File: src/rtl/arb_pkg.sv
// rtl/arb_pkg.sv - shared types and constants for the CPU/DMA memory arbiter
package arb_pkg;

    localparam int CNT_W = 8;

    typedef enum logic [1:0] {
        CPU_OWN,
        STALL,
        DMA_OWN
    } arb_state_t;

    typedef enum logic {
        OWN_CPU,
        OWN_DMA
    } bus_owner_t;

    // Only DMA_OWN hands the memory port to the DMA side; STALL still muxes the CPU.
    function automatic bus_owner_t owner_of(input arb_state_t s);
        return (s == DMA_OWN) ? OWN_DMA : OWN_CPU;
    endfunction

endpackage

File: src/rtl/arb_timer.sv
// rtl/arb_timer.sv - loadable 8-bit counter: clear, load, count up, or count down to zero
module arb_timer
    import arb_pkg::*;
(
    input  logic             clk,
    input  logic             rst_n,
    input  logic             clr,
    input  logic             load,
    input  logic [CNT_W-1:0] load_val,
    input  logic             inc,
    input  logic             dec,
    output logic [CNT_W-1:0] cnt
);

    logic [CNT_W-1:0] cnt_q;
    logic [CNT_W-1:0] cnt_d;

    // Down-counting saturates at zero so an idle gap timer parks there.
    always_comb begin
        cnt_d = cnt_q;
        if (clr) begin
            cnt_d = '0;
        end else if (load) begin
            cnt_d = load_val;
        end else if (inc) begin
            cnt_d = cnt_q + CNT_W'(1);
        end else if (dec && (cnt_q != '0)) begin
            cnt_d = cnt_q - CNT_W'(1);
        end
    end

    always_ff @(posedge clk or negedge rst_n) begin
        if (!rst_n) begin
            cnt_q <= '0;
        end else begin
            cnt_q <= cnt_d;
        end
    end

    assign cnt = cnt_q;

endmodule

File: src/rtl/mem_arbiter.sv
// rtl/mem_arbiter.sv - shares the memory port between the 6502 core and one DMA requester
module mem_arbiter
    import arb_pkg::*;
#(
    parameter int MAX_BURST = 8,
    parameter int MIN_GAP   = 2
) (
    input  logic        ph1,
    input  logic        reset,
    input  logic [15:0] cpu_addr,
    input  logic [7:0]  cpu_wdata,
    input  logic        cpu_read_en,
    output logic [7:0]  cpu_rdata,
    output logic        cpu_rdy,
    input  logic        dma_req,
    input  logic [15:0] dma_addr,
    input  logic [7:0]  dma_wdata,
    input  logic        dma_read_en,
    output logic        dma_gnt,
    output logic [7:0]  dma_rdata,
    output logic [15:0] mem_addr,
    output logic [7:0]  mem_wdata,
    output logic        mem_read_en,
    input  logic [7:0]  mem_rdata
);

    if ((MAX_BURST < 1) || (MAX_BURST > 255) || (MIN_GAP < 0) || (MIN_GAP > 255)) begin : g_param_check
        $error("mem_arbiter: MAX_BURST must be 1..255 and MIN_GAP 0..255");
    end

    localparam logic [CNT_W-1:0] BURST_LAST = CNT_W'(MAX_BURST - 1);
    localparam logic [CNT_W-1:0] GAP_LOAD   = CNT_W'(MIN_GAP);

    arb_state_t       state_q;
    arb_state_t       state_d;
    bus_owner_t       owner;
    logic [CNT_W-1:0] burst_cnt;
    logic [CNT_W-1:0] gap_cnt;
    logic             in_cpu;
    logic             in_dma;
    logic             dma_exit;

    assign in_cpu   = (state_q == CPU_OWN);
    assign in_dma   = (state_q == DMA_OWN);
    // Dropped request and burst cap can coincide; either one gives a single exit.
    assign dma_exit = in_dma && (!dma_req || (burst_cnt == BURST_LAST));

    // Burst counter sits at zero outside DMA_OWN, so every grant starts from zero.
    arb_timer u_burst_timer (
        .clk      (ph1),
        .rst_n    (reset),
        .clr      (!in_dma),
        .load     (1'b0),
        .load_val ('0),
        .inc      (in_dma),
        .dec      (1'b0),
        .cnt      (burst_cnt)
    );

    arb_timer u_gap_timer (
        .clk      (ph1),
        .rst_n    (reset),
        .clr      (1'b0),
        .load     (dma_exit),
        .load_val (GAP_LOAD),
        .inc      (1'b0),
        .dec      (in_cpu),
        .cnt      (gap_cnt)
    );

    always_comb begin
        state_d = state_q;
        unique case (state_q)
            CPU_OWN: begin
                if (dma_req && (gap_cnt == '0)) begin
                    state_d = STALL;
                end
            end
            STALL: begin
                // A 6502 write ignores RDY, so wait for a read before taking the bus.
                if (!dma_req) begin
                    state_d = CPU_OWN;
                end else if (cpu_read_en) begin
                    state_d = DMA_OWN;
                end
            end
            DMA_OWN: begin
                if (dma_exit) begin
                    state_d = CPU_OWN;
                end
            end
            default: begin
                state_d = CPU_OWN;
            end
        endcase
    end

    always_ff @(posedge ph1 or negedge reset) begin
        if (!reset) begin
            state_q <= CPU_OWN;
        end else begin
            state_q <= state_d;
        end
    end

    assign owner   = owner_of(state_q);
    assign cpu_rdy = in_cpu;
    assign dma_gnt = in_dma;

    // A DMA cycle whose request has gone away is turned into a harmless read.
    always_comb begin
        mem_addr    = cpu_addr;
        mem_wdata   = cpu_wdata;
        mem_read_en = cpu_read_en;
        if (owner == OWN_DMA) begin
            mem_addr    = dma_addr;
            mem_wdata   = dma_wdata;
            mem_read_en = dma_req ? dma_read_en : 1'b1;
        end
    end

    assign cpu_rdata = mem_rdata;
    assign dma_rdata = mem_rdata;

endmodule
File: config.mk
export PLATFORM = sky130hd
export DESIGN_NAME = mem_arbiter
export DESIGN_NICKNAME = d
export VERILOG_FILES = /design/src/rtl/arb_pkg.sv /design/src/rtl/arb_timer.sv /design/src/rtl/mem_arbiter.sv
export SDC_FILE = /design/constraint.sdc
export NUM_CORES = 1
export LEC_CHECK = 0
export CORE_UTILIZATION = 35
export DETAILED_ROUTE_END_ITERATION = 8
export PLACE_DENSITY = 0.83
export SYNTH_ARGS = -nofsm -noshare
export SYNTH_HDL_FRONTEND = slang
export SYNTH_SLANG_ARGS = --single-unit
File: constraint.sdc
create_clock -name ph1 -period 4.31 [get_ports ph1]
set_clock_uncertainty 0.2 [all_clocks]
set_input_delay 0.431 -clock ph1 [delete_from_list [all_inputs] [get_ports ph1]]
set_output_delay 0.431 -clock ph1 [all_outputs]
set_load 0.01 [all_outputs]
==> impl_metrics.tcl, run 1 <==
set metrics [dict create \
    final-seq-area_um2 450.4 \
    ys_types 36 \
    cts_htree_levels 1 \
    nets 309 \
    die_x_um 63.79 \
    syn_nets 246 \
    finalHoldViolCount 0 \
    drv_slew 0 \
    hold_path_startpoint "u_burst_timer.cnt[0]" \
    cts_resized 0 \
    synth-seq-area-share 0.3371 \
    hold_class "reg -> reg" \
    core_area_mm2 0.003661 \
    place.gp.congestion 0.7850 \
    synth_top_area_share 0.3371 \
    yosysWarnings 0 \
    cts-buffers-inserted 3 \
    timing.rr.start "state_q[1]" \
    postCtsSetupBuffers 0 \
    period_minus_slack_ps 3382 \
    p_leak_nw 0.9482 \
    syn_area_per_cell_um2 7.342 \
    max_slew_margin 0.4479 \
    vias_per_cell 4.546 \
    pre_cts_slack_ps 1227 \
    antenna_found_initial 0 \
    fin_crit_sh 0.7846 \
    diodes 0 \
    clkLatencyLatePin_ps 250 \
    grt_pass1_vias 1263 \
    end_kind "output port" \
    port-buffer-count 79 \
    fin_tns_setup_ps 0 \
    power_density_mw_per_mm2 347.4 \
    clk_pin_slew_worst_paths_ps 60 \
    areaGrowthSynthToFinish_pct 56.65 \
    fin_util 0.5718 \
    startpoint "state_q[1]" \
    grt_pass1_wl_um 5651 \
    ant_nets 0 \
    grt_max_degree 35 \
    clock.fmax_mhz 295.7 \
    rsz0062_at_grt "no" \
    drtPass1Iterations 4 \
    yosys.area.top_type "dfrtp_1" \
    ir_worst_vdd_mv 0.2163 \
    yosys-top-cells-area "dfrtp_1, nand2_1, buf_4, xnor2_1, nor2_1" \
    ys_seq_elements 18 \
    fin_ws_ps 928.4 \
    worstSetupPathType "reg -> out" \
    routedWlPerCell_um 11.95 \
    finalSetupViolations 0 \
    die_y_um 63.79 \
    drive_gt1_frac 0.04938 \
    worst_ep_arrival_time_ps 2750 \
    std_cell_rows 22 \
    cts_sinks 18 \
    syn_area_mm2 0.001336 \
    clockBufferDepth 2 \
    grtUsageTotal 0.1752 \
    start_kind "register" \
    start_util 0.3650 \
    hpwl_um 2664 \
    cp.required_ps 3680 \
    grt_overflow 0 \
    vias 1323 \
    nFillCells 324 \
    power_w 0.0007271 \
    tritoncts "yes" \
    drtIter0Drc 63 \
    ioPinCount 104 \
    multi_input_area_um2 728.2 \
    status "complete, no violations" \
    postCtsHoldBufs 0 \
    crit_fanout 34 \
    route.detailed.drc 0 \
    fp.dieArea_mm2 0.004069 \
    worst_pin_slew_ps 825.6 \
    routed_wl_um 3476 \
    netlist_instances 182 \
    maxCapViolCount 0 \
    root_buffer "clkbuf_8" \
]
## worst max-delay path, cell delays in order (launching register included)
cell             delay (ps)
dfrtp_1                 440
nand2b_1                100
buf_4                   330
clkinv_1                670
a31oi_1                 380
clkdlybuf4s50_1         570
## cell usage after synthesis (all sizes together)
| library cell | number |
|---|---|
| and3 | 2 |
| nor3 | 1 |
| clkinv | 1 |
| nand3 | 4 |
| or4 | 3 |
| nand2 | 74 |
| xnor2 | 7 |
| nand2b | 1 |
| or2 | 1 |
| clkbuf | 5 |
| o21ai | 1 |
| o41ai | 1 |
| buf | 17 |
| or3 | 2 |
| a211o | 2 |
| dfrtp | 18 |
| xor2 | 4 |
| a21oi | 4 |
| ha | 3 |
| nor3b | 2 |
| and2 | 2 |
| a211oi | 2 |
| or4b | 1 |
| and4b | 1 |
| a31oi | 1 |
| nor4 | 1 |
| or3b | 1 |
| o22ai | 1 |
| nor2 | 16 |
| inv | 3 |
## registers in the layout (all words and copies together), names as in the netlist
register / count
state_q: 2
u_burst_timer.cnt: 8
u_gap_timer.cnt: 8
## routing by layer
metal	GRT usage	up-vias	wire length, um
li1	-	692	-
met1	0.2031	588	1433
met2	0.3165	39	1836
met3	0.05357	4	179
met4	0.03125	0	26
met5	0	-	0
## metrics by stage
stage	hold slack, ps	instance area [um^2]	cells
after global routing	291.1	2093	291
after detailed placement	261.9	2052	288
after CTS	271.1	2093	291
after floorplan	-64.59	1336	182
after global placement	246.4	2052	288
final	270.5	2093	291
## power breakdown
group	total, W	switching (W)	internal, W
logic	0.000357	0.000156	0.000201
clock network	0.000116	0.0000540	0.0000620
registers	0.000254	0.0000425	0.000212
## cell usage in the layout, fill, tap and decap left out, types with 2 or more instances in the layout
cell type,instances
nor2_1,16
nand2_1,74
xnor2_1,7
a211oi_1,2
inv_1,3
and2_1,2
ha_1,3
xor2_1,4
dfrtp_1,18
nand3_1,4
clkbuf_8,3
a21oi_1,2
nor3b_1,2
clkdlybuf4s50_1,79
and3_1,2
or4_1,2
## worst paths after layout
check                                       endpoint  slack (ps)  cells after the start
worst max-delay path                     mem_read_en         930                      5
worst min-delay path            u_burst_timer.cnt[0]         270                      1
worst max register to register  u_burst_timer.cnt[1]        2020                      4
worst min register to register  u_burst_timer.cnt[0]         270                      1
max in group asynchronous       u_burst_timer.cnt[5]        2940                      1
min in group asynchronous         u_gap_timer.cnt[7]         450                      1
## kinds of logic (layout without fill, tap and decap cells)
logic type | count (synthesis) | count (layout) | share of synthesized area
compound gates | 12 | 12 | 0.07117
flops | 18 | 18 | 0.3371
simple gates | 112 | 112 | 0.3736
buf+inv | 26 | 87 | 0.1180
fa+ha+maj | 3 | 3 | 0.02809
xor+xnor | 11 | 11 | 0.07210
## area by class of cell
type | instances | share of cell area
Clock buffer | 3 | 0.01973
Inverter | 4 | 0.007173
Multi-Input combinational cell | 138 | 0.3479
Sequential cell | 18 | 0.2152
Tap cell | 48 | 0.02869
Timing Repair Buffer | 80 | 0.3814
Power figures use the tool's default switching activity.
==> inputs of run 2 (changes only) <==
- CORE_UTILIZATION: 35 -> 30
- PLACE_DENSITY: 0.83 -> 0.75
- clock period: 4.31 -> 2.7 ns (I/O delays scaled with it)
==> run 2 against run 1 <==
Global-route usage fell by 2.3 points. Flip-flop and latch count did not move. Setup slack got worse by 670 ps. Final cell count rose by 1.4%. Clock power rose by 90%. Power rose by 65%. Non-clock buffer count rose by 1. Clock-buffer cell count rose by 1.
==> impl_metrics.tcl, run 2 (synthesized netlist as in run 1, its figures left out) <==
set metrics [dict create \
    place.gp.congestion 0.7614 \
    start_util 0.3225 \
    final-seq-area_um2 450.4 \
    final_cell_mix "clkdlybuf4s50_1, nand2_1, dfrtp_1, nor2_1, xnor2_1" \
    grt_pass1_vias 1229 \
    nFillCells 409 \
    fin_util 0.5109 \
    ant_nets 0 \
    max_slew_margin 0.4554 \
    ir_worst_vdd_mv 0.2663 \
    cts_resized 0 \
    stdcell_count 295 \
    clockBufferDepth 2 \
    fin_ws_ps 259.1 \
    worst_ep_arrival_time_ps 1970 \
    fin_tns_setup_ps 0 \
    ioPinCount 104 \
    worst_pin_slew_ps 814.3 \
    hpwl_um 2692 \
    die_y_um 68.74 \
    r2r_cells 6 \
    cts_sinks 18 \
    die_x_um 68.74 \
    cts_htree_levels 1 \
    dp_cells 291 \
    multi_input_area_um2 728.2 \
    power_density_mw_per_mm2 565.6 \
    drive_gt1_frac 0.05714 \
    grt_max_degree 34 \
    route.detailed.drc 0 \
    finalSetupViolations 0 \
    port-buffer-count 79 \
    pre_cts_slack_ps 525.1 \
    clk_pin_slew_worst_paths_ps 70 \
    finalHoldViolCount 0 \
    period_minus_slack_ps 2441 \
    cp.required_ps 2230 \
    maxCapViolCount 0 \
    nets 310 \
    antenna_found_initial 0 \
    fin_crit_sh 0.9040 \
    std_cell_rows 23 \
    vias 1319 \
    power_w 0.001197 \
    areaGrowthSynthToFinish_pct 58.43 \
    postCtsSetupBuffers 0 \
    wl_met3_um 197 \
    routed_wl_um 3508 \
    fp.dieArea_mm2 0.004725 \
    status "complete, no violations" \
    diodes 0 \
    grt_overflow 0 \
    wl_met1_um 1574 \
    clock.fmax_mhz 409.7 \
    crit_fanout 22 \
    final_common_cell "clkdlybuf4s50_1" \
    postCtsHoldBufs 0 \
    grt_pass1_wl_um 5437 \
    worstSetupPathType "reg -> out" \
    p_leak_nw 0.9608 \
    rsz0062_at_grt "no" \
    drv_slew 0 \
    dr_wl_met2_um 1724 \
    tritoncts "yes" \
    root_buffer "clkbuf_8" \
    clkLatencyLatePin_ps 250 \
    drtIter0Drc 67 \
    grtUsageTotal 0.1522 \
    drtPass1Iterations 4 \
    start_kind "register" \
    highest_layer "met4" \
    core_area_mm2 0.004144 \
    end_kind "output port" \
    cts-buffers-inserted 3 \
    hold_class "in -> async" \
    routedWlPerCell_um 11.89 \
    vias_per_cell 4.471 \
]
## run 2: final cells by class
class                      count  area share
sequential                    18      0.2128
tap                           50     0.02955
clock buffer                   4     0.02600
timing repair buffer          81      0.3806
inverter                       4    0.007092
multi-input combinational    138      0.3440
## run 2: power breakdown
group | internal [W] | leakage, nW | switching, W
clock network | 0.000130 | 0.0288 | 0.0000905
registers | 0.000338 | 0.237 | 0.0000657
logic | 0.000322 | 0.695 | 0.000251
## run 2: worst paths after layout
check | start | endpoint | slack, ps
setup / recovery | state_q[0] | mem_wdata[7] | 260
setup reg to reg | u_gap_timer.cnt[0] | u_gap_timer.cnt[7] | 530
min in group ph1 | u_burst_timer.cnt[0] | u_burst_timer.cnt[0] | 280
hold reg to reg | u_burst_timer.cnt[0] | u_burst_timer.cnt[0] | 280
hold / removal | reset | u_gap_timer.cnt[4] | 280
max in group asynchronous | reset | u_burst_timer.cnt[1] | 1510
## run 2: metrics by stage
stage	cell area [um^2]	hold WS (ps)
finish	2117	277.4
global route	2117	329.9
CTS	2117	274.8
detailed placement	2062	265.3
global placement	2062	252.0
floorplan	1336	-225.6
## run 2: worst max-delay path, stage by stage (launching register included)
cell and delay (ps):
dfrtp_1 420, nand2b_1 190, clkinv_1 140, buf_4 270, nand2_1 100, nand2_1 60, clkdlybuf4s50_1 530
## run 2: layer usage
metal / global-route usage / vias up
met5: 0 / -
met4: 0.02551 / 0
met3: 0.05921 / 4
met2: 0.2377 / 41
met1: 0.2010 / 580
li1: - / 694
